===== config.mk =====
export PLATFORM = sky130hd
export DESIGN_NAME = aes_job_arbiter
export DESIGN_NICKNAME = d
export VERILOG_FILES = /design/src/rtl/aes_job_arbiter.sv
export SDC_FILE = /design/constraint.sdc
export NUM_CORES = 1
export LEC_CHECK = 0
export ABC_AREA = 1
export BUFFER_PORTS_ARGS = -buffer_cell sky130_fd_sc_hd__clkbuf_2
export CORE_AREA = 2 2 408 410
export CTS_CLUSTER_SIZE = 24
export DETAILED_ROUTE_END_ITERATION = 7
export DIE_AREA = 0 0 410 412
export GPL_ROUTABILITY_DRIVEN = 0
export RECOVER_POWER = 25
export SLEW_MARGIN = 40
export SYNTH_ARGS = -nofsm -noshare
export SYNTH_HDL_FRONTEND = slang
export SYNTH_SLANG_ARGS = --single-unit

===== constraint.sdc =====
create_clock -name wb_clk_i -period 2.4 [get_ports wb_clk_i]
set_clock_uncertainty 0.1 [all_clocks]
set_input_delay 0.24 -clock wb_clk_i [delete_from_list [all_inputs] [get_ports wb_clk_i]]
set_output_delay 0.24 -clock wb_clk_i [all_outputs]
set_load 0.01 [all_outputs]

===== src/rtl/aes_job_arbiter.sv =====
// Round-robin job arbiter in front of a single AES core: grants one requester job at a time,
// sequences kld/ld/done and returns the result. Optional busy timeout: define AES_ARB_TIMEOUT_EN.
module aes_job_arbiter #(
  parameter int NREQ       = 2,
  parameter int KLD_WAIT   = 12,
  parameter int TMO_CYCLES = 1024
) (
  input  logic                 wb_clk_i,
  input  logic                 wb_rst_i,
  input  logic [NREQ-1:0]      req_valid,
  output logic [NREQ-1:0]      req_ready,
  input  logic [NREQ-1:0]      req_mode,
  input  logic [NREQ*128-1:0]  req_key,
  input  logic [NREQ*128-1:0]  req_text,
  output logic [NREQ-1:0]      rsp_valid,
  input  logic [NREQ-1:0]      rsp_ready,
  output logic [127:0]         rsp_text,
  output logic                 rsp_err,
  output logic [127:0]         core_key,
  output logic [127:0]         core_text,
  output logic                 core_mode,
  output logic                 core_kld,
  output logic                 core_ld,
  input  logic                 core_done,
  input  logic [127:0]         core_out,
  output logic                 busy
);

  localparam int OW = (NREQ > 2) ? 2 : 1;

  typedef enum logic [2:0] {
    S_IDLE,
    S_KEYLD,
    S_KWAIT,
    S_LOAD,
    S_BUSY,
    S_RESP
  } state_t;

  state_t         state;
  state_t         state_nxt;
  logic [OW-1:0]  rr_ptr;
  logic [OW-1:0]  owner;
  logic [OW-1:0]  gnt_idx;
  logic [OW:0]    scan;
  logic           hit;
  logic           key_hit;
  logic           rsp_hs;
  logic           done_ok;
  logic           tmo_hit;
  logic           first_busy;
  logic           kvalid;
  logic [127:0]   last_key;
  logic [7:0]     kw_cnt;
  logic [127:0]   key_a  [NREQ];
  logic [127:0]   text_a [NREQ];

  function automatic logic [NREQ-1:0] onehot(input logic [OW-1:0] idx);
    onehot      = '0;
    onehot[idx] = 1'b1;
  endfunction

  for (genvar g = 0; g < NREQ; g++) begin : g_slice
    assign key_a[g]  = req_key[128*g +: 128];
    assign text_a[g] = req_text[128*g +: 128];
  end

  // Round-robin search starting at rr_ptr, wrapping at NREQ-1.
  always_comb begin
    hit     = 1'b0;
    gnt_idx = '0;
    scan    = '0;
    for (int k = 0; k < NREQ; k++) begin
      scan = {1'b0, rr_ptr} + (OW+1)'(k);
      if (scan >= (OW+1)'(NREQ)) scan = scan - (OW+1)'(NREQ);
      if (!hit && req_valid[scan[OW-1:0]]) begin
        hit     = 1'b1;
        gnt_idx = scan[OW-1:0];
      end
    end
  end

  assign key_hit = kvalid && (key_a[gnt_idx] == last_key);
  assign rsp_hs  = (state == S_RESP) && rsp_ready[owner];
  // The first BUSY cycle may still see done from the previous block.
  assign done_ok = (state == S_BUSY) && !first_busy && core_done;
  assign busy    = (state != S_IDLE);

`ifdef AES_ARB_TIMEOUT_EN
  logic [15:0] tmo_cnt;
  logic        rsp_err_q;

  assign tmo_hit = (state == S_BUSY) && !done_ok && (tmo_cnt == 16'(TMO_CYCLES - 1));
  assign rsp_err = rsp_err_q;

  always_ff @(posedge wb_clk_i or negedge wb_rst_i) begin
    if (!wb_rst_i) begin
      tmo_cnt   <= '0;
      rsp_err_q <= 1'b0;
    end else begin
      if (state == S_LOAD) begin
        tmo_cnt <= '0;
      end else if (state == S_BUSY) begin
        tmo_cnt <= tmo_cnt + 16'd1;
      end
      if (done_ok) begin
        rsp_err_q <= 1'b0;
      end else if (tmo_hit) begin
        rsp_err_q <= 1'b1;
      end
    end
  end
`else
  assign tmo_hit = 1'b0;
  assign rsp_err = 1'b0;
`endif

  always_ff @(posedge wb_clk_i or negedge wb_rst_i) begin
    if (!wb_rst_i) begin
      state <= S_IDLE;
    end else begin
      state <= state_nxt;
    end
  end

  always_comb begin
    state_nxt = state;
    unique case (state)
      S_IDLE:  if (hit) state_nxt = key_hit ? S_LOAD : S_KEYLD;
      S_KEYLD: state_nxt = S_KWAIT;
      S_KWAIT: if (kw_cnt == 8'd0) state_nxt = S_LOAD;
      S_LOAD:  state_nxt = S_BUSY;
      S_BUSY:  if (done_ok || tmo_hit) state_nxt = S_RESP;
      S_RESP:  if (rsp_hs) state_nxt = S_IDLE;
      default: state_nxt = S_IDLE;
    endcase
  end

  always_ff @(posedge wb_clk_i or negedge wb_rst_i) begin
    if (!wb_rst_i) begin
      rr_ptr     <= '0;
      owner      <= '0;
      kvalid     <= 1'b0;
      last_key   <= '0;
      kw_cnt     <= '0;
      first_busy <= 1'b0;
      req_ready  <= '0;
      rsp_valid  <= '0;
      rsp_text   <= '0;
      core_kld   <= 1'b0;
      core_ld    <= 1'b0;
      core_key   <= '0;
      core_text  <= '0;
      core_mode  <= 1'b0;
    end else begin
      req_ready <= '0;
      core_kld  <= 1'b0;
      core_ld   <= 1'b0;
      case (state)
        S_IDLE: begin
          if (hit) begin
            req_ready <= onehot(gnt_idx);
            owner     <= gnt_idx;
            core_key  <= key_a[gnt_idx];
            core_text <= text_a[gnt_idx];
            core_mode <= req_mode[gnt_idx];
          end
        end
        S_KEYLD: begin
          core_kld <= 1'b1;
          last_key <= core_key;
          kvalid   <= 1'b1;
          kw_cnt   <= 8'(KLD_WAIT - 1);
        end
        S_KWAIT: begin
          if (kw_cnt != 8'd0) kw_cnt <= kw_cnt - 8'd1;
        end
        S_LOAD: begin
          core_ld    <= 1'b1;
          first_busy <= 1'b1;
        end
        S_BUSY: begin
          first_busy <= 1'b0;
          if (done_ok) begin
            rsp_text  <= core_out;
            rsp_valid <= onehot(owner);
          end else if (tmo_hit) begin
            // Core state is unknown after an abort, so force a key reload next time.
            rsp_text  <= '0;
            rsp_valid <= onehot(owner);
            kvalid    <= 1'b0;
          end
        end
        S_RESP: begin
          if (rsp_hs) begin
            rsp_valid <= '0;
            rr_ptr    <= (owner == OW'(NREQ - 1)) ? '0 : owner + 1'b1;
          end
        end
        default: ;
      endcase
    end
  end

endmodule


After elaboration in Yosys (flattened, before gate mapping)
Index checks and enable logic that the tools add are counted.
- bits in registers: 534
- output and inout bits: 393
- word-level logic and storage cells: 104
- input port bits: 649
- equal/unequal tests: 11
- reduce and logical (&&, ||, !) cells: 22
- muxes and demuxes: 41
- bitwise operators: 1
- magnitude comparators: 9
- add/subtract/negate cells: 5
- operator list (cell ; count):
    $mux 128 ; 6
    $eq 128x128->1 ; 1
    $mux 1 ; 19
    $pmux 3 s6 ; 1
    $pmux 8 s2 ; 1
    $mux 3 ; 4
    $mux 2 ; 5
    $ne 2x2->1 const B ; 5
    $logic_not 8->1 ; 1
    $lt 1x2->1 const B ; 4
    $mux 8 ; 1
    $reduce_and 2->1 ; 4
    $reduce_bool 8->1 ; 1
    $sub 8x1->8 const B ; 1
    $logic_and 1x1->1 ; 7
    $eq 3x2->1 const B ; 2
    $eq 3x3->1 const B ; 2
    $reduce_bool 2->1 ; 3
    $ge 2x2->1 const B ; 2
    $pmux 2 s2 ; 1
    $reduce_and 4->1 ; 1
    $eq 3x1->1 const B ; 1
    $logic_not 3->1 ; 1
    $reduce_and 3->1 ; 1
    other kinds (10) ; 14

Depth between registers and ports, before layout
- depth after elaboration: 17
- depth in mapped cells: 20
- depth with buffers taken out: 18

Least setup slack after synthesis
Ideal clock, no wire load.
- path kind: register -> register
- from: register state[1]
- to: register core_key[103]
- path buffers: 3
- clock period less this slack: 1962 ps
- cell stages (with the launch flop): 12
- setup time: 117 ps
- path slack: 438 ps
- arrival: 1745 ps
- required time: 2183 ps
- path through: dfrtp_1 -> nor2_1 -> inv_1 -> nor2_1 -> inv_1 -> a21oi_2 -> inv_1 -> buf_2 -> buf_2 -> buf_1 -> nand2_1 -> nand2_1
- word-level cells in the longest chain between the ends: 2
- ends and longest elaborated chain (item ; RTL line ; RTL):
    start, declared ; 40 ; state_t state;
    start signal, assigned ; 122 ; state <= state_nxt;
    $logic_not 3->1 ; 159 ; case (state)
    $reduce_and 2->1 (no source line) ; -- ;
    end signal, assigned ; 164 ; core_key <= key_a[gnt_idx];
    end, declared ; 19 ; output logic [127:0] core_key,
No other way between the ends.
A chain may end at the register's enable or synchronous reset.

Worst setup path after layout
- from: register rr_ptr
- to: register state[1]
- word-level cells in the longest chain between the ends: 17
- elaborated cells on any way between the ends: 28
- those cells by class: add/sub (3); order compare (2); eq/ne (2); mux (16); bitwise (1); reduce/logical (4)
- ends and longest elaborated chain (item ; RTL line ; RTL):
    start, declared ; 42 ; logic [OW-1:0] rr_ptr;
    start signal, assigned ; 197 ; rr_ptr <= (owner == OW'(NREQ - 1)) ? '0 : owner + 1'b1;
    $ge 1x2->1 / $sub 1x1->1 (equally long branches) ; 75 ; if (scan >= (OW+1)'(NREQ)) scan = scan - (OW+1)'(NREQ);
    $mux 1 ; 75 ;
    $mux 1 (implied by the code) (2 in series) ; 76 ; if (!hit && req_valid[scan[OW-1:0]]) begin
    $mux 1 ; 76 ;
    $logic_not 1->1 ; 76 ;
    $logic_and 1x1->1 ; 76 ;
    $mux 1 ; 76 ;
    $not 1->2 (implied by the code) ; 83 ; assign key_hit = kvalid && (key_a[gnt_idx] == last_key);
    $mux 128 (implied by the code) (3 in series) ; 83 ;
    $eq 128x128->1 ; 83 ;
    $logic_and 1x1->1 ; 83 ;
    $mux 2 ; 129 ; S_IDLE: if (hit) state_nxt = key_hit ? S_LOAD : S_KEYLD;
    $mux 3 ; 129 ;
    $pmux 3 s6 ; 128 ; unique case (state)
Parallel ways exist; a longest one is shown, timed or not. The select of a mux whose other input is x is not followed.

==> insert_results.sql <==
INSERT INTO impl_metrics (metric_group, metric, value, unit) VALUES
('outcome', 'outcome', 'finished with violations', ''),
('outcome', 'violations', 'max-capacitance violations, max-slew violations, negative setup slack', ''),
('min_path', 'critical_hold_path_startpoint', 'req_key[101]', ''),
('synthesis', 'ys_seq_area_frac', '0.5238', ''),
('placement', 'placement.setup.worst_slack', '-0.8621', 'ns'),
('routing', 'totalWireLength', '170.4', 'mm'),
('global_routing', 'first_pass_grt_wire_length', '233.2', 'mm'),
('job', 'max_cap_violations', '1', ''),
('clocking', 'numCtsBuffers', '70', ''),
('min_path', 'min_path_cells', '6', ''),
('synthesis', 'syn-num-nets', '4105', ''),
('finish', 'final_layout_size_suffix_gt1_frac', '0.2858', ''),
('finish', 'mostFrequentLayoutCell', 'nand2_1', ''),
('worst_setup_path', 'cp_data_arrival_time', '3.07', 'ns'),
('sta', 'unrepaired_setup_endpoints_after_global_routing', 'true', ''),
('synthesis', 'ys_warn_count', '0', ''),
('routing', 'via_total_after_detailed_routing', '32762', ''),
('worst_setup_path', 'cells_along_the_critical_path', 'inv_2 -> buf_4 -> a21oi_4 -> buf_6 -> clkbuf_16 -> buf_4 -> nand2_2 -> nand3_2 -> nand2_4 -> nand2_1 -> nor2_2 -> nand2_1 -> nor2_1 -> buf_4 -> nand2_4 -> nor2_4 -> nand3_4 -> nand2_1 -> nand2_1 -> nand2_1', ''),
('floorplan', 'die_area', '0.1689', 'mm^2'),
('sta', 'count_of_final_setup_violators', '1', ''),
('worst_setup_path', 'criticalPathCategory', 'flop to flop', ''),
('worst_setup_path', 'worst_path_dominant_cell_family', 'simple AND/OR/NAND/NOR gates', ''),
('worst_setup_path', 'max_stage_delay', '0.38', 'ns'),
('worst_setup_path', 'crit_path_frequent_cell', 'nand2_1', ''),
('worst_setup_path', 'reg2reg_from', 'rr_ptr', ''),
('sta', 'worst_slack', '-0.1906', 'ns'),
('synthesis', 'syn_area', '0.02551', 'mm^2'),
('floorplan', 'die_width', '410', 'um'),
('worst_setup_path', 'critical_path_required', '2.87', 'ns'),
('finish', 'finish.instance_area', '0.04530', 'mm^2'),
('finish', 'layout.core_utilization', '0.2758', ''),
('sta', 'max-slew-margin-rel', '-0.1363', ''),
('routing', 'drt.antenna.violating_nets', '0', ''),
('worst_setup_path', 'startpoint', 'rr_ptr', ''),
('worst_setup_path', 'r2r_slack', '-0.19', 'ns'),
('placement', 'hpwlAfterDp', '130.1', 'mm'),
('min_path', 'hold_path_end', 'core_key[101]', ''),
('synthesis', 'synth_instances', '3454', ''),
('worst_setup_path', 'worst_r2r_path_depth', '20', ''),
('routing', 'tritonroute_pass_1_iters', '7', ''),
('synthesis', 'unique_cell_type_count_in_the_yosys_netlist', '31', ''),
('synthesis', 'syn_area_per_cell', '7.387', 'um^2'),
('synthesis', 'yosys_register_bits', '534', ''),
('sta', 'min_period_over_period', '1.079', ''),
('clocking', 'tritoncts', 'yes', ''),
('sta', 'tightest_pin_transition', '1.704', 'ns'),
('clocking', 'cts.root.buffer_cell', 'clkbuf_16', ''),
('placement', 'io_buffer_count', '1040', ''),
('sta', 'finalHoldViolations', '0', ''),
('worst_setup_path', 'worst_path_max_delay_cell', 'dfrtp_1', ''),
('floorplan', 'initial_util', '0.1553', ''),
('sta', 'final_max_slew_viol_count', '42', ''),
('worst_setup_path', 'timing.critical_path.to_type', 'flop', ''),
('clocking', 'cts_num_sinks', '534', ''),
('finish', 'area_growth_syn_to_layout', '77.54', '%'),
('worst_setup_path', 'timing.critical_path.fanout_max', '7', ''),
('global_routing', 'grt_max_degree', '130', ''),
('floorplan', 'y_dimension_of_the_die', '412', 'um'),
('power_and_ir_drop', 'leakage_power_total', '23.75', 'nW'),
('floorplan', 'ioPinCount', '1042', ''),
('global_routing', 'grt_antenna_before_repair', '76', ''),
('finish', 'final_stage_net_count', '5937', ''),
('power_and_ir_drop', 'powerDensity', '1141', 'mW/mm^2'),
('global_routing', 'grt_util_overall', '0.1931', ''),
('min_path', 'min-delay-path-class', 'input port to flop', ''),
('power_and_ir_drop', 'vdd_ir_drop_max', '0.0008046', 'V'),
('sta', 'maxClockFrequency', '386.0', 'MHz'),
('synthesis', 'number_of_synthesized_flops_with_an_enable_pin', '0', ''),
('finish', 'mostFrequentLayoutCells', 'nand2_1, clkbuf_2, dlygate4sd3_1, dfrtp_1, nand3_1', ''),
('clocking', 'clk_transition_reported_paths', '0.05', 'ns'),
('synthesis', 'synth_flop_cell', 'dfrtp_1', '');
==> worst max-delay path by stage <==
stage / end / slack, ns / cells past startpoint
2_1_floorplan: core_key[103] / 0.44 / 11
3_3_place_gp: state[1] / -0.82 / 19
3_5_place_dp: state[1] / -0.86 / 19
4_1_cts: state[1] / -0.23 / 21
5_1_grt: state[1] / -0.35 / 18
6_report: state[1] / -0.19 / 20
==> area by class of cell <==
| class | instances | area, um^2 |
|---|---|---|
| well taps | 2189 | 2739 |
| repair buffers | 1934 | 14570 |
| clock buffers | 101 | 2051 |
| fillers | 17382 | 118900 |
| multi-input cells | 2431 | 10770 |
| inverters | 315 | 1191 |
| clock inverters | 25 | 450.4 |
| diodes | 65 | 162.7 |
| flip-flops and latches | 534 | 13360 |
==> sequential cells by signal, summed over array words and instances (netlist names), 2 cells and up <==
register / count
rsp_text: 128
req_ready: 2
state: 3
last_key: 128
kw_cnt: 8
core_key: 128
core_text: 128
rsp_valid: 2
==> metal layers <==
metal  routed length, um  vias to the layer above  track usage  share of wire
li1                    -                    14483            -              -
met1               65250                    15720       0.2268           0.38
met2               73760                     1919       0.2923           0.43
met3               20050                      598      0.08403           0.12
met4               10140                       42       0.1024          0.060
met5                1155                        -      0.04070         0.0068
==> synthesized netlist by cell type (all sizes together) (2+ instances only) <==
cell type	count	area [um^2]
a21oi	9	60.06
nor3	3	15.01
nand3b	44	330.3
o211ai	3	22.52
nand4	10	62.56
dfrtp	534	13360
inv	315	1182
nor2	64	240.2
nand2	1675	6295
ha	2	25.02
or2	4	25.02
and2	2	12.51
clkbuf	120	450.4
o22ai	5	31.28
o21ai	200	1001
nand3	393	1967
buf	54	294.0
xor2	11	96.34
==> cell families after synthesis <==
logic type,after synthesis,share of synthesized area
flip-flops,534,0.5238
other,1,0.0001470
XOR/XNOR,11,0.003776
adder cells (fa/ha/maj),2,0.0009807
AO/OA/AOI/OAI,221,0.04487
buffers and inverters,489,0.07552
AND/OR/NAND/NOR,2196,0.3509
==> stage by stage <==
step	instances	hold WS (ns)	power, mW
2_1_floorplan	3454	-0.1556	25.62
3_3_place_gp	6731	0.1484	37.12
3_5_place_dp	6731	0.1491	37.47
4_1_cts	7518	0.0008724	51.49
5_1_grt	7568	0.03816	54.80
6_report	7594	0.05822	51.69
==> worst reg2reg max path, stage by stage (launching register included) <==
cell	delay (ns)
dfrtp_1	0.38
inv_2	0.11
buf_4	0.13
a21oi_4	0.07
buf_6	0.16
clkbuf_16	0.18
buf_4	0.16
nand2_2	0.08
nand3_2	0.08
nand2_4	0.11
nand2_1	0.08
nor2_2	0.09
nand2_1	0.10
nor2_1	0.14
buf_4	0.13
nand2_4	0.06
nor2_4	0.11
nand3_4	0.08
nand2_1	0.07
nand2_1	0.05
nand2_1	0.06
==> repair_timing <==
item	in CTS	in global routing
hold buffers	632	0
setup buffers	21	12
resized for setup	145	38
hold endpoints to repair	730	0
cloned	11	3
pin swaps	56	34
setup endpoints to repair	12	51
==> power by group <==
part	total, mW	internal, mW	switching [mW]
Sequential	16.6	13.3	3.28
Combinational	23.5	8.69	14.8
Clock	11.6	7.06	4.59
Total	51.7	29.0	22.7
No activity file was read; power rests on OpenSTA's default activity.
